===== src/rtl/alu_pkg.sv =====
// alu_pkg: shared types for the sequential ALU.
//   alu_op_t    - 3-bit opcode (ADD, SUB, AND, OR, XOR, SHL, SHR, MUL)
//   mul_state_t - state encoding of the shift-add multiplier
package alu_pkg;

    localparam int OP_W = 3;

    typedef enum logic [OP_W-1:0] {
        OP_ADD = 3'b000,
        OP_SUB = 3'b001,
        OP_AND = 3'b010,
        OP_OR  = 3'b011,
        OP_XOR = 3'b100,
        OP_SHL = 3'b101,
        OP_SHR = 3'b110,
        OP_MUL = 3'b111
    } alu_op_t;

    typedef enum logic {
        S_IDLE = 1'b0,
        S_MUL  = 1'b1
    } mul_state_t;

endpackage


===== src/rtl/alu_shift_add_mul.sv =====
// alu_shift_add_mul: W-iteration shift-add unsigned multiplier.
//   Clk, Reset_n  clock, async active-low reset
//   start         begin a multiply (accepted only when idle)
//   a, b          multiplicand, multiplier
//   busy          multiply in progress
//   done          high during the final iteration cycle
//   prod          2W-bit product, valid while done is high
//
// state  | meaning
// S_IDLE | waiting for start
// S_MUL  | one add/shift iteration per cycle, counter runs W down to 0
module alu_shift_add_mul
    import alu_pkg::*;
#(
    parameter int W = 8
) (
    input  logic           Clk,
    input  logic           Reset_n,
    input  logic           start,
    input  logic [W-1:0]   a,
    input  logic [W-1:0]   b,
    output logic           busy,
    output logic           done,
    output logic [2*W-1:0] prod
);

    localparam int SW = $clog2(W);
    localparam int CW = SW + 1;

    mul_state_t     state_q, state_d;
    logic [CW-1:0]  cnt_q;
    logic [2*W-1:0] mcand_q;
    logic [W-1:0]   mplier_q;
    logic [2*W-1:0] acc_q;
    logic [2*W-1:0] acc_nxt;
    logic           last;

    assign acc_nxt = mplier_q[0] ? (acc_q + mcand_q) : acc_q;

    // Terminal count: this iteration takes the counter to zero.
    assign last = (state_q == S_MUL) && (cnt_q == CW'(1));

    always_ff @(posedge Clk or negedge Reset_n) begin
        if (!Reset_n) state_q <= S_IDLE;
        else          state_q <= state_d;
    end

    always_comb begin
        state_d = state_q;
        case (state_q)
            S_IDLE:  if (start) state_d = S_MUL;
            S_MUL:   if (last)  state_d = S_IDLE;
            default: state_d = S_IDLE;
        endcase
    end

    always_ff @(posedge Clk or negedge Reset_n) begin
        if (!Reset_n) begin
            cnt_q    <= '0;
            mcand_q  <= '0;
            mplier_q <= '0;
            acc_q    <= '0;
        end else if (state_q == S_IDLE) begin
            if (start) begin
                cnt_q    <= CW'(W);
                mcand_q  <= {{W{1'b0}}, a};
                mplier_q <= b;
                acc_q    <= '0;
            end
        end else begin
            cnt_q    <= cnt_q - CW'(1);
            mcand_q  <= mcand_q << 1;
            mplier_q <= mplier_q >> 1;
            acc_q    <= acc_nxt;
        end
    end

    assign busy = (state_q == S_MUL);
    assign done = last;
    // The parent registers the product on the same edge that finishes the
    // last iteration, so expose the post-add value rather than acc_q.
    assign prod = acc_nxt;

endmodule


===== src/rtl/alu_seq.sv =====
// alu_seq: registered W-bit ALU with Start/Busy/Done handshake.
//   Clk, Reset_n      clock, async active-low reset
//   Start, OP         request and opcode (sampled only while Busy=0)
//   InputA, InputB    operands; shifts use InputB[SW-1:0]
//   Out               registered result
//   Zero, LT, Carry   flags, updated together with Out
//   Busy              multiply in progress
//   Done              one-cycle pulse when Out/flags were updated
module alu_seq
    import alu_pkg::*;
#(
    parameter int W = 8
) (
    input  logic            Clk,
    input  logic            Reset_n,
    input  logic            Start,
    input  logic [OP_W-1:0] OP,
    input  logic [W-1:0]    InputA,
    input  logic [W-1:0]    InputB,
    output logic [W-1:0]    Out,
    output logic            Zero,
    output logic            LT,
    output logic            Carry,
    output logic            Busy,
    output logic            Done
);

    localparam int SW = $clog2(W);

    alu_op_t        op;
    logic [SW-1:0]  shamt;
    logic [W-1:0]   res;
    logic           res_c;
    logic           start_ok;
    logic           alu_start;
    logic           mul_start;
    logic           mul_busy;
    logic           mul_done;
    logic [2*W-1:0] mul_prod;
    logic           lt_cap_q;

    assign op    = alu_op_t'(OP);
    assign shamt = InputB[SW-1:0];

    always_comb begin
        res   = '0;
        res_c = 1'b0;
        case (op)
            OP_ADD: {res_c, res} = {1'b0, InputA} + {1'b0, InputB};
            // Bit W of the widened difference is the borrow.
            OP_SUB: {res_c, res} = {1'b0, InputA} - {1'b0, InputB};
            OP_AND: res = InputA & InputB;
            OP_OR:  res = InputA | InputB;
            OP_XOR: res = InputA ^ InputB;
            // Widening by one bit catches the last bit shifted out; a zero
            // shift leaves the catch bit at 0.
            OP_SHL: {res_c, res} = {1'b0, InputA} << shamt;
            OP_SHR: {res, res_c} = {InputA, 1'b0} >> shamt;
            default: begin
                res   = '0;
                res_c = 1'b0;
            end
        endcase
    end

    assign start_ok  = Start && !mul_busy;
    assign mul_start = start_ok && (op == OP_MUL);
    assign alu_start = start_ok && (op != OP_MUL);

    alu_shift_add_mul #(.W(W)) u_mul (
        .Clk     (Clk),
        .Reset_n (Reset_n),
        .start   (mul_start),
        .a       (InputA),
        .b       (InputB),
        .busy    (mul_busy),
        .done    (mul_done),
        .prod    (mul_prod)
    );

    // LT reflects the operands at Start but is only published with Done.
    always_ff @(posedge Clk or negedge Reset_n) begin
        if (!Reset_n)       lt_cap_q <= 1'b0;
        else if (mul_start) lt_cap_q <= (InputA < InputB);
    end

    always_ff @(posedge Clk or negedge Reset_n) begin
        if (!Reset_n) begin
            Out   <= '0;
            Zero  <= 1'b0;
            LT    <= 1'b0;
            Carry <= 1'b0;
            Done  <= 1'b0;
        end else begin
            Done <= 1'b0;
            if (alu_start) begin
                Out   <= res;
                Zero  <= (res == '0);
                LT    <= (InputA < InputB);
                Carry <= res_c;
                Done  <= 1'b1;
            end else if (mul_done) begin
                Out   <= mul_prod[W-1:0];
                Zero  <= (mul_prod[W-1:0] == '0);
                LT    <= lt_cap_q;
                Carry <= |mul_prod[2*W-1:W];
                Done  <= 1'b1;
            end
        end
    end

    assign Busy = mul_busy;

endmodule


===== config.mk =====
export PLATFORM = sky130hd
export DESIGN_NAME = alu_seq
export DESIGN_NICKNAME = d
export VERILOG_FILES = /design/src/rtl/alu_pkg.sv /design/src/rtl/alu_shift_add_mul.sv /design/src/rtl/alu_seq.sv
export SDC_FILE = /design/constraint.sdc
export NUM_CORES = 1
export LEC_CHECK = 0
export CORE_UTILIZATION = 30
export CTS_CLUSTER_DIAMETER = 40
export CTS_CLUSTER_SIZE = 16
export DETAILED_ROUTE_END_ITERATION = 10
export HOLD_SLACK_MARGIN = 0.15
export PLACE_DENSITY = 0.43
export REMOVE_ABC_BUFFERS = 1
export SETUP_SLACK_MARGIN = 0.15
export SLEW_MARGIN = 15
export SYNTH_ARGS = -nofsm -noshare
export SYNTH_HDL_FRONTEND = slang
export SYNTH_HIERARCHICAL = 1
export SYNTH_SLANG_ARGS = --single-unit

===== constraint.sdc =====
create_clock -name Clk -period 8.8 [get_ports Clk]
set_input_delay 1.32 -clock Clk [delete_from_list [all_inputs] [get_ports Clk]]
set_output_delay 1.32 -clock Clk [all_outputs]
set_load 0.1 [all_outputs]

== Word level (Yosys, flattened, before mapping) ==
Cells that the tools add are included.
Storage, ports and cells
  bits in registers: 58
  bits in latches: 0
  bits in writable memories: 0
  memory bits (read-only): 0
  input port bits: 22
  output and inout bits: 13
  word-level logic and storage cells: 66
  memories: 0
Cells by class
  $add $sub $neg: 4
  $mul: 0
  div/mod/pow operators: 0
  $lt $le $gt $ge: 1
  eq/ne operators: 9
  shift operators: 2
  muxes and demuxes: 24
  bitwise logic cells: 4
  reductions and logical operators: 11
Operators with widths (number)
  16-bit 2-to-1 mux: 5
  8-bit case mux with 7 select lines: 1
  8-bit 2-to-1 mux: 4
  16-bit adder: 1
  8-bit zero test: 2
  3-bit == test (second input constant): 4
  1-bit 2-to-1 mux: 10
  8-bit by 8-bit adder with 9-bit output: 1
  8-bit by 3-bit << shifter with 9-bit output: 1
  9-bit by 3-bit right shift with 9-bit output: 1
  8-bit by 8-bit subtractor with 9-bit output: 1
  8-bit bitwise AND: 1
  8-bit less-than comparator: 1
  4-bit 2-to-1 mux: 2
  8-bit OR: 1
  8-bit OR reduction: 1
  8-bit bitwise XOR: 1
  3-bit by 2-bit == test with 1-bit output (second input constant): 2
  4-bit by 1-bit == test with 1-bit output (second input constant): 1
  1-bit logical AND: 4
  1-bit case mux with 4 select lines: 1
  2-bit nonzero test: 2
  4-bit by 1-bit subtractor with 4-bit output (second input constant): 1
  3-bit by 1-bit == test with 1-bit output (second input constant): 1
  5 further kinds: 5

== Longest topological paths before layout ==
Gate-level depths: netlist of run 1.
  depth in word-level cells: 5
  gate-level depth with buffers: 12
  gate-level depth less buffers: 12

== Hierarchy ==
The synthesis of run 1 kept the hierarchy.
By module, submodules not included
  alu_shift_add_mul: instances 1, cells an instance 301, area each 2879.0 sq um, seq. area each 1126.1 sq um
  alu_seq: instances 1, cells an instance 298, area each 2352.3 sq um, seq. area each 325.3 sq um

== Worst setup path before layout of run 1 ==
No wires, ideal clock.
  path kind: input to register
  start point: input InputB[1]
  end point: register Zero
  library setup time: 81 ps
  arrival: 3117 ps
  required time: 8719 ps
  setup slack: 5602 ps
  stages: 10
  buffers on the path: 1
  path through: inv_1 buf_2 ha_1 nor2_1 o311ai_1 a2111oi_1 o311a_1 nor3_1 nand4_1 o22ai_2
On the way
  word-level cells in the longest chain between the ends: 4
  elaborated cells between the ends (all ways): 10
  classes of those cells: add/sub (2); shift (2); mux (2); bitwise (3); reduce/logical (1)
Ends and longest elaborated chain
  start: declaration: RTL line alu_seq.sv:19  | input logic [W-1:0] InputB,
  8-bit by 8-bit subtractor with 9-bit output (tied with other cells): RTL line alu_seq.sv:51  | OP_SUB: {res_c, res} = {1'b0, InputA} - {1'b0, InputB};
  8-bit case mux with 7 select lines (*): RTL line alu_seq.sv:48  | case (op)
  8-bit zero test (*): RTL line alu_seq.sv:98  | Zero <= (res == '0);
  1-bit 2-to-1 mux (*): RTL line alu_seq.sv:96  | if (alu_start) begin
  end signal: assignment: RTL line alu_seq.sv:98
  end signal: assignment: RTL line alu_seq.sv:104  | Zero <= (mul_prod[W-1:0] == '0);
  end: declaration: RTL line alu_seq.sv:21  | output logic Zero,
Mark *: on every way between the ends. The rest lies on a longest branch, timed or not.
A chain may end at the register's enable or synchronous reset.

== Final worst setup path of run 1 ==
  start point: input InputB[0]
  end point: register Zero
Same word-level chain as after synthesis.

==> impl_metrics.csv, run 1 <==
group,metric,value,unit
sta,maxSlewViolCount,0,
floorplan,core_area,16820,um2
sta,finalHoldViolCount,0,
logic_synthesis,yosysTopAreaCell,"dfrtp_1",
sta,fin_crit,4.321,ns
finish,fin_util,35.99,%
logic_synthesis,async_flop_share,100.0,%
finish,final_layout_size_suffix_gt1_share,10.97,%
finish,nFillCells,1785,
clock_tree,cts_tree,"done",
power,p_total,1.735,mW
logic_synthesis,ys.warnings.count,6,
flow_run,cap_violations,0,
logic_synthesis,synth_cells,599,
power,p_leak,2.625,nW
clock_tree,clk_pin_slew,0.05,ns
sta,period_share,49.10,%
grt,grt_max_degree,70,
setup_path,cp.required,9.06,ns
sta,fin_tns_setup,0,ns
logic_synthesis,seq_area_frac_synth,27.74,%
setup_path,startpoint_type,"primary input",
logic_synthesis,synthesis.area,5231,um2
logic_synthesis,synth_area_per_cell,8.733,um2
clock_tree,cts_buffer_depth,2,
worst_hold_path,holdCritPathClass,"reg -> reg",
clock_tree,cts_buffers,9,
route,drt_first_pass_iters,5,
floorplan,start_util,31.10,%
sta,fmax,0.2314,GHz
logic_synthesis,synth-main-ff-cell,"dfrtp_1",
grt,grt_first_pass_wirelength,25.81,mm
setup_path,critPathKind,"in -> reg",
logic_synthesis,synth-seq-cells,58,
sta,finalSetupViolCount,0,
clock_tree,cts_setup_buffers,0,
grt,groute.usage.overall,18.56,%
grt,overflow,0,
finish,fin_nets,682,
route,vias_per_cell,5.536,
outcome,status,"finished clean",
setup_path,crit_fanout,22,
floorplan,die_w,134.1,um
placement,place_inst,824,
sta,finClkSkew,0.01117,ns
floorplan,die_y,134.1,um
sta,slew_headroom,30.86,%
finish,final_cells,840,
finish,area_delta_synth_final,15.71,%
placement,gp_congestion,0.9149,
finish,ff_latch_area,1453,um2
power,power_density,286.6,nW/um2
grt,grt_pass1_vias,4682,
route,wl_per_cell,18.90,um
setup_path,end_kind,"flop",
finish,diodes,0,
route,routed-via-count,4650,
clock_tree,cts_sinks,58,
sta,rsz0062_at_grt,"no",
floorplan,die_area,17970,um2
route,drc,0,
logic_synthesis,synth_cell_types,75,
floorplan,pin_count,35,
power,peakVddDrop,0.1366,mV
setup_path,r2r_setup_slack,5.27,ns
clock_tree,ctsResizeCount,0,
logic_synthesis,yosys.area.top_type_share,27.74,%
placement,hpwl,11.28,mm
setup_path,slowest_stage,"clkdlybuf4s50_1",
clock_tree,h-tree-depth,3,
finish,multi_input_area,3493,um2
setup_path,crit_buf_inv,1,
route,drt_iter0_markers,305,
setup_path,arrival,4.58,ns
logic_synthesis,synth_common_cells,"59 x nand2_1, 58 x dfrtp_1, 42 x ha_1",
logic_synthesis,synth.area.top_cells,"dfrtp_1 28%, ha_1 10%, mux2i_1 5.9%, nand2_1 4.2%, o21ai_0 3.9%",
grt,antenna_found_initial,0,
floorplan,rows,47,
route,wirelength,15.88,mm
sta,worst_pin_slew,1.034,ns
setup_path,slowest_delay,1.15,ns
clock_tree,worstSkewPairLatency,0.34,ns
logic_synthesis,synth_edf_count,0,
setup_path,path_cells,"clkdlybuf4s50_1, ha_1, nor2_1, o311ai_1, a2111oi_1, o311a_1, nor3_1, nand4_1, o22ai_2",
placement,port_buffers,34,
logic_synthesis,post-synth-top-count-cell,"nand2_1",
clock_tree,ctsHoldBuffers,0,
clock_tree,cts_root_buf,"clkbuf_16",
setup_path,crit_family,"buffers and inverters",
sta,timing.hold.ws,0.4824,ns
route,ant_nets,0,
==> placed cells by master (no fill, tap or decap), types with 17 or more instances in the layout <==
cell type	n
inv_1	30
a211oi_1	17
nand2_1	59
a21oi_1	32
o21ai_0	41
nor2_1	33
nor2b_1	17
dfrtp_1	57
clkdlybuf4s50_1	33
mux2i_1	31
ha_1	42
==> per-layer routing <==
layer / GRT usage, % / wire length [um] / vias up / part of all wire (%)
li1: - / - / 2220 / -
met1: 26.28 / 7699 / 2290 / 48
met2: 28.81 / 7303 / 116 / 46
met3: 3.023 / 578 / 24 / 3.6
met4: 5.618 / 298 / 0 / 1.9
met5: 0 / 0 / - / 0
==> kinds of logic (layout without fill, tap and decap cells) <==
group	count (synthesis)	in the layout	synth area share, %
muxes	52	52	11.24
DFF	58	58	27.74
and+or+nand+nor	180	180	17.20
xor gates and xnor gates	18	18	3.014
AOI/OAI and AO/OA	178	178	23.89
adders and majority gates	45	45	11.19
buffers and inverters	68	89	5.716
==> power breakdown <==
part,switching [mW],total (mW),internal [mW]
sequential,0.0718,0.435,0.363
clock,0.137,0.392,0.255
combinational,0.607,0.908,0.301
==> final timing paths <==
path / end / start / depth (start not counted)
setup / recovery: Zero / InputB[0] / 9
hold / removal: u_mul/mplier_q[4] / u_mul/mplier_q[5] / 2
setup reg to reg: Carry / u_mul/mcand_q[0] / 12
hold reg to reg: u_mul/mplier_q[4] / u_mul/mplier_q[5] / 2
max in group asynchronous: u_mul/busy / Reset_n / 2
min in group asynchronous: u_mul/mcand_q[13] / Reset_n / 2
==> per-stage QoR <==
step           instance area, um2  setup slack, ns
6_report                     6053            4.479
5_1_grt                      6053            4.195
4_1_cts                      6053            4.513
3_5_place_dp                 5733            4.174
3_3_place_gp                 5733            4.223
2_1_floorplan                5049            4.534
==> worst register-to-register path, delay by kind of cell, from the launching register on <==
family          cells  cell delay [ns]
xor+xnor            1             0.12
simple gates        2             0.57
flops               1             0.40
fa+ha+maj           2             0.78
mux                 1             0.28
compound gates      6             1.25
==> final cells by class <==
| class | count | area share [%] |
|---|---|---|
| timing repair buffer | 42 | 6.532 |
| clock buffer | 11 | 4.010 |
| multi-input combinational | 473 | 57.71 |
| sequential | 58 | 24.00 |
| inverter | 31 | 1.922 |
| tap | 220 | 4.547 |
| clock inverter | 5 | 1.282 |
==> flip-flops by register name, indices dropped and copies added, names as in the netlist <==
register and cells:
u_mul/mplier_q 8, Out 8, Zero 1, lt_cap_q 1, u_mul/acc_q 16, Carry 1, u_mul/busy 1, u_mul/cnt_q 4
LT 1, Done 1, u_mul/mcand_q 16
Note: power is estimated with default switching activity, not from simulation.
==> run 2, diff against run 1 <==
- clock period: 8.8 -> 4.51 ns (I/O delays scaled with it)
==> impl_metrics.csv, run 2 (synthesis results as in run 1) <==
group,metric,value,unit
outcome,status,"finished clean",
route,ant_nets,0,
grt,grt.busiest_layer,"met2",
setup_path,cp.required,4.72,ns
grt,grt_pass1_vias,4573,
finish,fin_nets,687,
clock_tree,ctsResizeCount,0,
finish,mostFrequentLayoutCells,"59 x nand2_1, 57 x dfrtp_1, 42 x ha_1, 41 x o21ai_0",
flow_run,cap_violations,0,
floorplan,die_w,134.1,um
finish,reg_top3,"u_mul/acc_q x16, u_mul/mcand_q x16",
clock_tree,clk_pin_slew,0.05,ns
floorplan,start_util,31.10,%
route,wirelength,15.64,mm
clock_tree,worstSkewPairLatency,0.34,ns
finish,final_cells,845,
setup_path,startpoint_type,"flop",
floorplan,pin_count,35,
finish,ff_latch_area,1453,um2
grt,antenna_found_initial,0,
grt,grt_first_pass_wirelength,25.49,mm
sta,rsz0062_at_grt,"no",
grt,grt_max_degree,55,
clock_tree,cts_root_buf,"clkbuf_16",
clock_tree,cts_sinks,58,
route,drt_first_pass_iters,5,
setup_path,path_cells,"ha_1, fa_1, a211oi_2, o21bai_1, a41o_1, a221oi_2, xnor2_1, mux2_2, nor4_1, nand3_1, o21ai_0, a2bb2oi_1",
route,routed-via-count,4630,
grt,groute.usage.overall,18.46,%
route,vias_per_cell,5.479,
clock_tree,cts_tree,"done",
placement,place_inst,829,
setup_path,critPathKind,"reg -> reg",
power,peakVddDrop,0.3743,mV
clock_tree,ctsHoldBuffers,0,
clock_tree,cts_setup_buffers,0,
power,p_total,3.357,mW
sta,timing.hold.ws,0.3773,ns
sta,fin_tns_setup,0,ns
floorplan,rows,47,
sta,fin_crit,3.354,ns
floorplan,die_area,17970,um2
sta,finalHoldViolCount,0,
finish,area_delta_synth_final,16.22,%
setup_path,slowest_delay,0.50,ns
sta,period_share,74.38,%
placement,hpwl,11.59,mm
finish,final_layout_size_suffix_gt1_share,11.52,%
placement,port_buffers,34,
finish,multi_input_area,3493,um2
finish,nFillCells,1758,
grt,use_met2,29.82,%
grt,overflow,0,
sta,maxSlewViolCount,0,
power,power_density,552.2,nW/um2
route,drt_iter0_markers,354,
clock_tree,cts_buffers,9,
finish,diodes,0,
grt,grt_use_met3,3.364,%
grt,grtUsageMet1,24.92,%
sta,slew_headroom,35.04,%
power,p_leak,2.646,nW
setup_path,end_kind,"flop",
floorplan,core_area,16820,um2
worst_hold_path,holdCritPathClass,"in -> async",
route,drc,0,
sta,fmax,0.2981,GHz
sta,worst_pin_slew,0.9713,ns
sta,finalSetupViolCount,0,
setup_path,arrival,3.57,ns
floorplan,die_y,134.1,um
sta,finClkSkew,0.008863,ns
placement,gp_congestion,0.9248,
finish,final_common_cell,"nand2_1",
clock_tree,h-tree-depth,3,
clock_tree,cts_buffer_depth,2,
route,wl_per_cell,18.50,um
setup_path,slowest_stage,"fa_1",
setup_path,crit_fanout,5,
[run 2: cell types whose count changed in the layout (fill, tap and decap cells not counted), sizes merged]
cell	change
buf	+5
bufinv	-1
clkbuf	+3
clkinv	-1
clkinvlp	-1
[run 2: cell type report]
| cell class | count | area share (%) |
|---|---|---|
| clock inverters | 2 | 0.5763 |
| well taps | 220 | 4.528 |
| inverters | 31 | 1.914 |
| flip-flops and latches | 58 | 23.89 |
| multi-input cells | 473 | 57.46 |
| repair buffers | 47 | 7.121 |
| clock buffers | 14 | 4.507 |
[run 2: metal layers]
layer / routed length [um] / up-vias
li1: - / 2231
met1: 7496 / 2300
met2: 7395 / 83
met3: 492 / 16
met4: 252 / 0
met5: 0 / -
[run 2: final timing paths]
path | from | endpoint | slack [ns] | cells past startpoint
max | u_mul/mcand_q[0] | Carry | 1.16 | 12
min | Reset_n | u_mul/acc_q[15] | 0.38 | 1
max reg2reg | u_mul/mcand_q[0] | Carry | 1.16 | 12
min reg2reg | u_mul/mplier_q[3] | u_mul/mplier_q[2] | 0.49 | 2
max in group asynchronous | Reset_n | u_mul/mcand_q[2] | 3.24 | 2
min in group Clk | u_mul/mplier_q[3] | u_mul/mplier_q[2] | 0.49 | 2
[run 2: critical path: cells and delay by family, from the launching register on]
kind | cells | cell delay [ns]
adder cells (fa/ha/maj) | 2 | 0.76
XOR/XNOR | 1 | 0.13
multiplexers | 1 | 0.28
AO/OA/AOI/OAI | 6 | 1.21
AND/OR/NAND/NOR | 2 | 0.48
flip-flops | 1 | 0.39
[run 2: report_power, final]
group          switching [mW]  leakage, nW  total (mW)  internal, mW
Combinational            1.16         1.74        1.75         0.588
Sequential              0.171        0.757       0.880         0.709
Clock                   0.258        0.153       0.730         0.473
[run 2: through the flow]
| stage | cell area, um2 | setup WS (ns) | util [%] |
|---|---|---|---|
| after floorplan | 5049 | 0.2444 | - |
| after global placement | 5771 | 0.9963 | 34.31 |
| after detailed placement | 5771 | 0.9347 | 34.31 |
| after CTS | 6080 | 1.147 | 36.15 |
| after global routing | 6080 | 0.9958 | 36.15 |
| final | 6080 | 1.156 | 36.15 |
